**config.mk**
```make
export PLATFORM = sky130hd
export DESIGN_NAME = fifo_ram_ctrl_flat
export DESIGN_NICKNAME = d
export VERILOG_FILES = /design/src/rtl/fifo_ram_ctrl_pkg.sv /design/src/rtl/fifo_ram_ctrl_if.sv /design/src/rtl/fifo_ram_ctrl.sv /design/src/flat_wrapper.sv
export SDC_FILE = /design/constraint.sdc
export NUM_CORES = 1
export LEC_CHECK = 0
export BUFFER_PORTS_ARGS = -buffer_cell sky130_fd_sc_hd__buf_2
export CAP_MARGIN = 20
export CORE_ASPECT_RATIO = 0.5
export CORE_MARGIN = 5
export CORE_UTILIZATION = 50
export DETAILED_ROUTE_END_ITERATION = 10
export PLACE_DENSITY = 0.78
export SLEW_MARGIN = 20
export SYNTH_ARGS = -nofsm -noshare
export SYNTH_HDL_FRONTEND = slang
export SYNTH_SLANG_ARGS = --single-unit
```
**constraint.sdc**
```tcl
create_clock -name clk_i -period 3.6 [get_ports clk_i]
set_clock_uncertainty 0.2 [all_clocks]
set_input_delay 0.36 -clock clk_i [delete_from_list [all_inputs] [get_ports clk_i]]
set_output_delay 0.36 -clock clk_i [all_outputs]
set_load 0.05 [all_outputs]
```
**src/rtl/fifo_ram_ctrl_pkg.sv**
```systemverilog
// rtl/fifo_ram_ctrl_pkg.sv - shared widths, depth, flag levels and pointer/count types
package fifo_ram_ctrl_pkg;

  localparam int ADDR_W     = 7;
  localparam int DATA_W     = 8;
  localparam int DEPTH      = 2 ** ADDR_W;
  localparam int AFULL_LVL  = 120;
  localparam int AEMPTY_LVL = 8;

  typedef logic [ADDR_W:0]   ptr_t;
  typedef logic [ADDR_W:0]   cnt_t;
  typedef logic [DATA_W-1:0] data_t;

endpackage

```
**src/rtl/fifo_ram_ctrl_if.sv**
```systemverilog
// rtl/fifo_ram_ctrl_if.sv - push/pop handshake, RAM port and status bundle of the FIFO controller
interface fifo_ram_ctrl_if;
  import fifo_ram_ctrl_pkg::*;

  logic              flush_i;
  logic              push_i;
  data_t             push_data_i;
  logic              pop_i;

  logic              ram_wr_en_o;
  logic [ADDR_W-1:0] ram_wr_addr_o;
  data_t             ram_wr_data_o;
  logic              ram_rd_en_o;
  logic [ADDR_W-1:0] ram_rd_addr_o;

  logic              rd_valid_o;
  logic              full_o;
  logic              empty_o;
  logic              almost_full_o;
  logic              almost_empty_o;
  cnt_t              count_o;
  logic              overflow_o;
  logic              underflow_o;

  // master: producer/consumer side; slave: the controller
  modport master (
    output flush_i, push_i, push_data_i, pop_i,
    input  ram_wr_en_o, ram_wr_addr_o, ram_wr_data_o, ram_rd_en_o, ram_rd_addr_o,
    input  rd_valid_o, full_o, empty_o, almost_full_o, almost_empty_o,
    input  count_o, overflow_o, underflow_o
  );

  modport slave (
    input  flush_i, push_i, push_data_i, pop_i,
    output ram_wr_en_o, ram_wr_addr_o, ram_wr_data_o, ram_rd_en_o, ram_rd_addr_o,
    output rd_valid_o, full_o, empty_o, almost_full_o, almost_empty_o,
    output count_o, overflow_o, underflow_o
  );

endinterface

```
**src/rtl/fifo_ram_ctrl.sv**
```systemverilog
// rtl/fifo_ram_ctrl.sv - FIFO pointer/count/flag controller for a 1-cycle-latency simple dual-port RAM
module fifo_ram_ctrl
  import fifo_ram_ctrl_pkg::*;
#(
  parameter int AFULL_THR  = AFULL_LVL,
  parameter int AEMPTY_THR = AEMPTY_LVL
) (
  input  logic           clk_i,
  input  logic           rst_i,
  fifo_ram_ctrl_if.slave bus
);

  localparam cnt_t DEPTH_C  = cnt_t'(DEPTH);
  localparam cnt_t AFULL_C  = cnt_t'(AFULL_THR);
  localparam cnt_t AEMPTY_C = cnt_t'(AEMPTY_THR);

  ptr_t wr_ptr_q, rd_ptr_q, wr_ptr_n, rd_ptr_n;
  cnt_t count_q, count_n;
  logic full_q, empty_q, afull_q, aempty_q;
  logic ovf_q, unf_q, ovf_n, unf_n;
  logic rd_valid_q;
  logic pop_ok, push_ok;

  // A pop frees a slot in the same cycle, so a full FIFO still takes a push alongside it
  always_comb begin
    pop_ok  = bus.pop_i & ~empty_q & ~bus.flush_i;
    push_ok = bus.push_i & (~full_q | pop_ok) & ~bus.flush_i;
  end

  always_comb begin
    wr_ptr_n = wr_ptr_q + ptr_t'(push_ok);
    rd_ptr_n = rd_ptr_q + ptr_t'(pop_ok);
    count_n  = count_q + cnt_t'(push_ok) - cnt_t'(pop_ok);
    ovf_n    = ovf_q | (bus.push_i & ~push_ok);
    unf_n    = unf_q | (bus.pop_i & empty_q);
    if (bus.flush_i) begin
      wr_ptr_n = '0;
      rd_ptr_n = '0;
      count_n  = '0;
      ovf_n    = 1'b0;
      unf_n    = 1'b0;
    end
  end

  // Flags come from count_n so they line up with the registered count
  always_ff @(posedge clk_i or posedge rst_i) begin
    if (rst_i) begin
      wr_ptr_q   <= '0;
      rd_ptr_q   <= '0;
      count_q    <= '0;
      full_q     <= 1'b0;
      empty_q    <= 1'b1;
      afull_q    <= 1'b0;
      aempty_q   <= 1'b1;
      ovf_q      <= 1'b0;
      unf_q      <= 1'b0;
      rd_valid_q <= 1'b0;
    end else begin
      wr_ptr_q   <= wr_ptr_n;
      rd_ptr_q   <= rd_ptr_n;
      count_q    <= count_n;
      full_q     <= (count_n == DEPTH_C);
      empty_q    <= (count_n == '0);
      afull_q    <= (count_n >= AFULL_C);
      aempty_q   <= (count_n <= AEMPTY_C);
      ovf_q      <= ovf_n;
      unf_q      <= unf_n;
      rd_valid_q <= pop_ok;
    end
  end

  assign bus.ram_wr_en_o    = push_ok;
  assign bus.ram_wr_addr_o  = wr_ptr_q[ADDR_W-1:0];
  assign bus.ram_wr_data_o  = bus.push_data_i;
  assign bus.ram_rd_en_o    = pop_ok;
  assign bus.ram_rd_addr_o  = rd_ptr_q[ADDR_W-1:0];
  assign bus.rd_valid_o     = rd_valid_q;
  assign bus.full_o         = full_q;
  assign bus.empty_o        = empty_q;
  assign bus.almost_full_o  = afull_q;
  assign bus.almost_empty_o = aempty_q;
  assign bus.count_o        = count_q;
  assign bus.overflow_o     = ovf_q;
  assign bus.underflow_o    = unf_q;

endmodule
```
**src/flat_wrapper.sv**
```systemverilog
// flat-port wrapper written by rule: the top's interface ports become plain ports
module fifo_ram_ctrl_flat import fifo_ram_ctrl_pkg::*;
#(
  parameter int AFULL_THR  = AFULL_LVL,
  parameter int AEMPTY_THR = AEMPTY_LVL
)
  (clk_i, rst_i, bus_flush_i, bus_push_i, bus_push_data_i, bus_pop_i, bus_ram_wr_en_o, bus_ram_wr_addr_o, bus_ram_wr_data_o, bus_ram_rd_en_o, bus_ram_rd_addr_o, bus_rd_valid_o, bus_full_o, bus_empty_o, bus_almost_full_o, bus_almost_empty_o, bus_count_o, bus_overflow_o, bus_underflow_o);
  fifo_ram_ctrl_if bus_i ();
  input  logic clk_i;
  input  logic rst_i;
  input wire logic [$bits(bus_i.flush_i)-1:0] bus_flush_i;
  input wire logic [$bits(bus_i.push_i)-1:0] bus_push_i;
  input wire logic [$bits(bus_i.push_data_i)-1:0] bus_push_data_i;
  input wire logic [$bits(bus_i.pop_i)-1:0] bus_pop_i;
  output wire logic [$bits(bus_i.ram_wr_en_o)-1:0] bus_ram_wr_en_o;
  output wire logic [$bits(bus_i.ram_wr_addr_o)-1:0] bus_ram_wr_addr_o;
  output wire logic [$bits(bus_i.ram_wr_data_o)-1:0] bus_ram_wr_data_o;
  output wire logic [$bits(bus_i.ram_rd_en_o)-1:0] bus_ram_rd_en_o;
  output wire logic [$bits(bus_i.ram_rd_addr_o)-1:0] bus_ram_rd_addr_o;
  output wire logic [$bits(bus_i.rd_valid_o)-1:0] bus_rd_valid_o;
  output wire logic [$bits(bus_i.full_o)-1:0] bus_full_o;
  output wire logic [$bits(bus_i.empty_o)-1:0] bus_empty_o;
  output wire logic [$bits(bus_i.almost_full_o)-1:0] bus_almost_full_o;
  output wire logic [$bits(bus_i.almost_empty_o)-1:0] bus_almost_empty_o;
  output wire logic [$bits(bus_i.count_o)-1:0] bus_count_o;
  output wire logic [$bits(bus_i.overflow_o)-1:0] bus_overflow_o;
  output wire logic [$bits(bus_i.underflow_o)-1:0] bus_underflow_o;
  assign bus_i.flush_i = bus_flush_i;
  assign bus_i.push_i = bus_push_i;
  assign bus_i.push_data_i = bus_push_data_i;
  assign bus_i.pop_i = bus_pop_i;
  assign bus_ram_wr_en_o = bus_i.ram_wr_en_o;
  assign bus_ram_wr_addr_o = bus_i.ram_wr_addr_o;
  assign bus_ram_wr_data_o = bus_i.ram_wr_data_o;
  assign bus_ram_rd_en_o = bus_i.ram_rd_en_o;
  assign bus_ram_rd_addr_o = bus_i.ram_rd_addr_o;
  assign bus_rd_valid_o = bus_i.rd_valid_o;
  assign bus_full_o = bus_i.full_o;
  assign bus_empty_o = bus_i.empty_o;
  assign bus_almost_full_o = bus_i.almost_full_o;
  assign bus_almost_empty_o = bus_i.almost_empty_o;
  assign bus_count_o = bus_i.count_o;
  assign bus_overflow_o = bus_i.overflow_o;
  assign bus_underflow_o = bus_i.underflow_o;
  fifo_ram_ctrl #(.AFULL_THR(AFULL_THR), .AEMPTY_THR(AEMPTY_THR)) u_core (.clk_i(clk_i), .rst_i(rst_i), .bus(bus_i));
endmodule
```
==> flow_summary.json <==
{
  "post_cts_buffers": 0,
  "routed_via_density": 5.09,
  "drt_first_pass_iters": 4,
  "nets": 210,
  "r2r_slack_ps": 360,
  "gr-total-overflow": 0,
  "synth_seq_cells": 29,
  "rr_startpoint": "u_core.bus.empty_o",
  "holdWs_ps": -63.9,
  "dominantRegCellSynth": "dfrtp_1",
  "cp.required_ps": 3560,
  "peakVddDrop_mv": 0.439,
  "synth-compound-area-share_pct": 10.1,
  "die_h_um": 50.2,
  "synth.most_common_cell": "dfrtp_1",
  "drtIter0Drc": 25,
  "initial_core_util_pct": 52.9,
  "final_antenna_net_count": 0,
  "place_congestion": 0.837,
  "violations": "hold timing",
  "synth_xor_area_share_pct": 8.69,
  "path_class": "flop to flop",
  "cts.path.max_buffers": 2,
  "cellPowerDensity_nw_per_um2": 912,
  "max_freq_ghz": 0.309,
  "track_usage_pct": 15.1,
  "clkLatencyLatePin_ps": 290,
  "period_share_pct": 89.9,
  "num_io_pins": 52,
  "synthMuxAreaShare_pct": 0,
  "switching_share_pct": 48.1,
  "max-cap-violations": 0,
  "finalMaxSlewViolations": 0,
  "synth_cell_types": 38,
  "wire_per_inst_um": 14.2,
  "cts-hold-fix-buffers": 0,
  "crit_family": "compound AO/OA/AOI/OAI gates",
  "period_needed_ps": 3240,
  "ys_top_cells_by_count": "27 x dfrtp_1, 20 x nor2_1, 12 x ha_1",
  "r2r_cells": 11,
  "total_leakage_power_nw": 0.968,
  "synth_top_family_by_area": "simple AND/OR/NAND/NOR gates",
  "slowest_delay_ps": 540,
  "filler_cell_count": 264,
  "maxSlewHeadroom_pct": 59.5,
  "synth_top_cell_area_share_pct": 41.9,
  "pwr-share-clk_pct": 15.6,
  "synth_warnings": 0,
  "seqPwrFrac_pct": 26.0,
  "synth_seq_area_share_pct": 45.2,
  "synthArstFlopShare_pct": 100,
  "cp_common_cell": "ha_1",
  "cts_resized": 0,
  "clk_pin_slew_ps": 60,
  "status": "complete, but fails checks",
  "dieWidth_um": 90.3,
  "multiInputGateArea_um2": 752,
  "critical_path.cell_chain": "nand2b_1 > nor2_2 > ha_1 > inv_1 > ha_1 > fa_1 > a21o_2 > a21oi_1 > nor2b_1 > a221oi_1 > nor4b_2",
  "cp-start-kind": "flop",
  "critical_path.max_fanout": 4,
  "port_buffers": 35,
  "syn_avg_cell_area_um2": 10.5,
  "synth_fa_ha_area_share_pct": 10.6,
  "crit_slowest_cell": "dfstp_2",
  "htreeDepth": 2,
  "rsz0062_at_grt": "no",
  "grt_first_pass_wirelength_um": 5400,
  "vias": 1145,
  "cp_num_cells": 11,
  "synthTopCellsByArea": "dfrtp_1 42%, ha_1 9.3%, xnor2_1 4.9%",
  "numCtsBuffers": 5,
  "place_hpwl_um": 2330,
  "switching_power_w": 0.000805,
  "tns_ps": 0,
  "timing.rr.end": "u_core.bus.full_o",
  "power_w": 0.00167,
  "hold_viol": 27,
  "grt_pass1_vias": 1152,
  "yosys.area_share.simple_pct": 17.1,
  "antenna_found_initial": 0,
  "worst_pin_slew_ps": 607,
  "arrival_ps": 3190,
  "cts_sinks": 29,
  "cts_tree": "built",
  "area_growth_pct": 13.9,
  "final_layout_size_suffix_gt1_share_pct": 29.7,
  "root_buffer": "clkbuf_8",
  "synth_edf_count": 0,
  "crit_start": "u_core.bus.empty_o",
  "final-seq-area_um2": 728,
  "grt_max_degree": 30,
  "pwr-share-comb_pct": 58.4,
  "core_area_um2": 3050,
  "rows": 14,
  "cp-endpoint": "u_core.bus.full_o",
  "wl_um": 3190,
  "worstPathBufferInverterCount": 1,
  "n_antenna_cell": 0,
  "synth_area_um2": 1610,
  "synthCells": 154,
  "syn_nets": 180,
  "yosys.area.top_type": "dfrtp_1",
  "setup_violations": 0,
  "drc": 0,
  "dieArea_um2": 4530,
  "internal_power_w": 0.000870,
  "end_kind": "flop",
  "hp-class": "input port to async pin"
}
==> through the flow <==
stage	instance area [um^2]	util [%]	setup WS, ps	instances
2_1_floorplan	1620	-	128	154
3_3_place_gp	1750	57.6	490	217
3_5_place_dp	1750	57.6	340	217
4_1_cts	1840	60.3	354	225
5_1_grt	1840	60.3	172	225
6_report	1840	60.3	362	225
==> per-layer routing <==
metal  global-route usage [%]  part of all wire [%]  vias to the layer above
met1                     18.4                    45                      534
met2                     23.8                    46                       36
met4                     8.66                   2.4                        0
met5                        0                     0                        -
met3                     5.37                   6.7                       10
li1                         -                     -                      565
==> cell usage in the layout, fill, tap and decap left out, drive strengths merged <==
| cell type | synthesis | routed |
|---|---|---|
| o21ba | 1 | 1 |
| buf | 12 | 36 |
| nor3 | 1 | 1 |
| nand4 | 1 | 1 |
| a21o | 1 | 1 |
| o21bai | 1 | 1 |
| a221oi | 1 | 1 |
| fa | 1 | 1 |
| a311oi | 1 | 1 |
| or3 | 2 | 2 |
| inv | 11 | 11 |
| dfstp | 2 | 2 |
| and3 | 4 | 4 |
| o21ai | 5 | 5 |
| nor3b | 1 | 1 |
| xor2 | 7 | 7 |
| a31oi | 1 | 1 |
| nand2b | 1 | 1 |
| nand2 | 2 | 2 |
| ha | 12 | 12 |
| clkinv | 0 | 2 |
| xnor2 | 9 | 9 |
| nor2b | 9 | 9 |
| dfrtp | 27 | 27 |
| nor4b | 1 | 1 |
| nand3b | 1 | 1 |
| a21oi | 7 | 7 |
| nor2 | 20 | 20 |
| nor4 | 2 | 2 |
| clkbuf | 1 | 6 |
| a211oi | 1 | 1 |
| a41o | 2 | 2 |
| nand3 | 6 | 6 |
==> worst register-to-register path: stages (launching register included) <==
cell	delay (ps)
dfstp_2	540
nand2b_1	160
nor2_2	70
ha_1	290
inv_1	40
ha_1	220
fa_1	420
a21o_2	210
a21oi_1	290
nor2b_1	80
a221oi_1	490
nor4b_2	100
==> cell families (layout without fill, tap and decap cells) <==
group / after synthesis / in the layout
compound gates: 21 / 21
xor+xnor: 16 / 16
fa+ha+maj: 13 / 13
buf+inv: 24 / 55
flops: 29 / 29
simple gates: 51 / 51
==> flip-flops by register name, indices dropped and copies added, names as in the netlist <==
register                   cells
u_core.bus.almost_empty_o      1
u_core.bus.almost_full_o       1
u_core.bus.count_o             8
u_core.bus.empty_o             1
u_core.bus.full_o              1
u_core.bus.overflow_o          1
u_core.bus.rd_valid_o          1
u_core.bus.underflow_o         1
u_core.rd_ptr_q                7
u_core.wr_ptr_q                7
==> worst min path at each step <==
stage	from	end	slack, ps
detailed placement	u_core.bus.overflow_o	u_core.bus.overflow_o	300
global route	rst_i	u_core.wr_ptr_q[5]	0.3
floorplan	rst_i	u_core.bus.almost_full_o	240
global placement	u_core.bus.underflow_o	u_core.bus.underflow_o	290
finish	rst_i	u_core.rd_ptr_q[6]	-60
CTS	bus_pop_i	u_core.bus.underflow_o	130
==> power groups by stage <==
stage	logic [W]	clock network, W	registers [W]
after floorplan	0.000628	0	0.000643
after global placement	0.000943	0	0.000438
after detailed placement	0.000959	0	0.000441
after CTS	0.000971	0.000266	0.000436
after global routing	0.00106	0.000287	0.000443
final	0.000978	0.000262	0.000436
==> final cells by class <==
type	count	share of cell area [%]
Tap cell	40	2.72
Clock inverter	2	0.545
Timing Repair Buffer	36	9.95
Sequential cell	29	39.6
Multi-Input combinational cell	101	40.9
Clock buffer	6	3.95
Inverter	11	2.25
(Power assumes the default switching activity.)
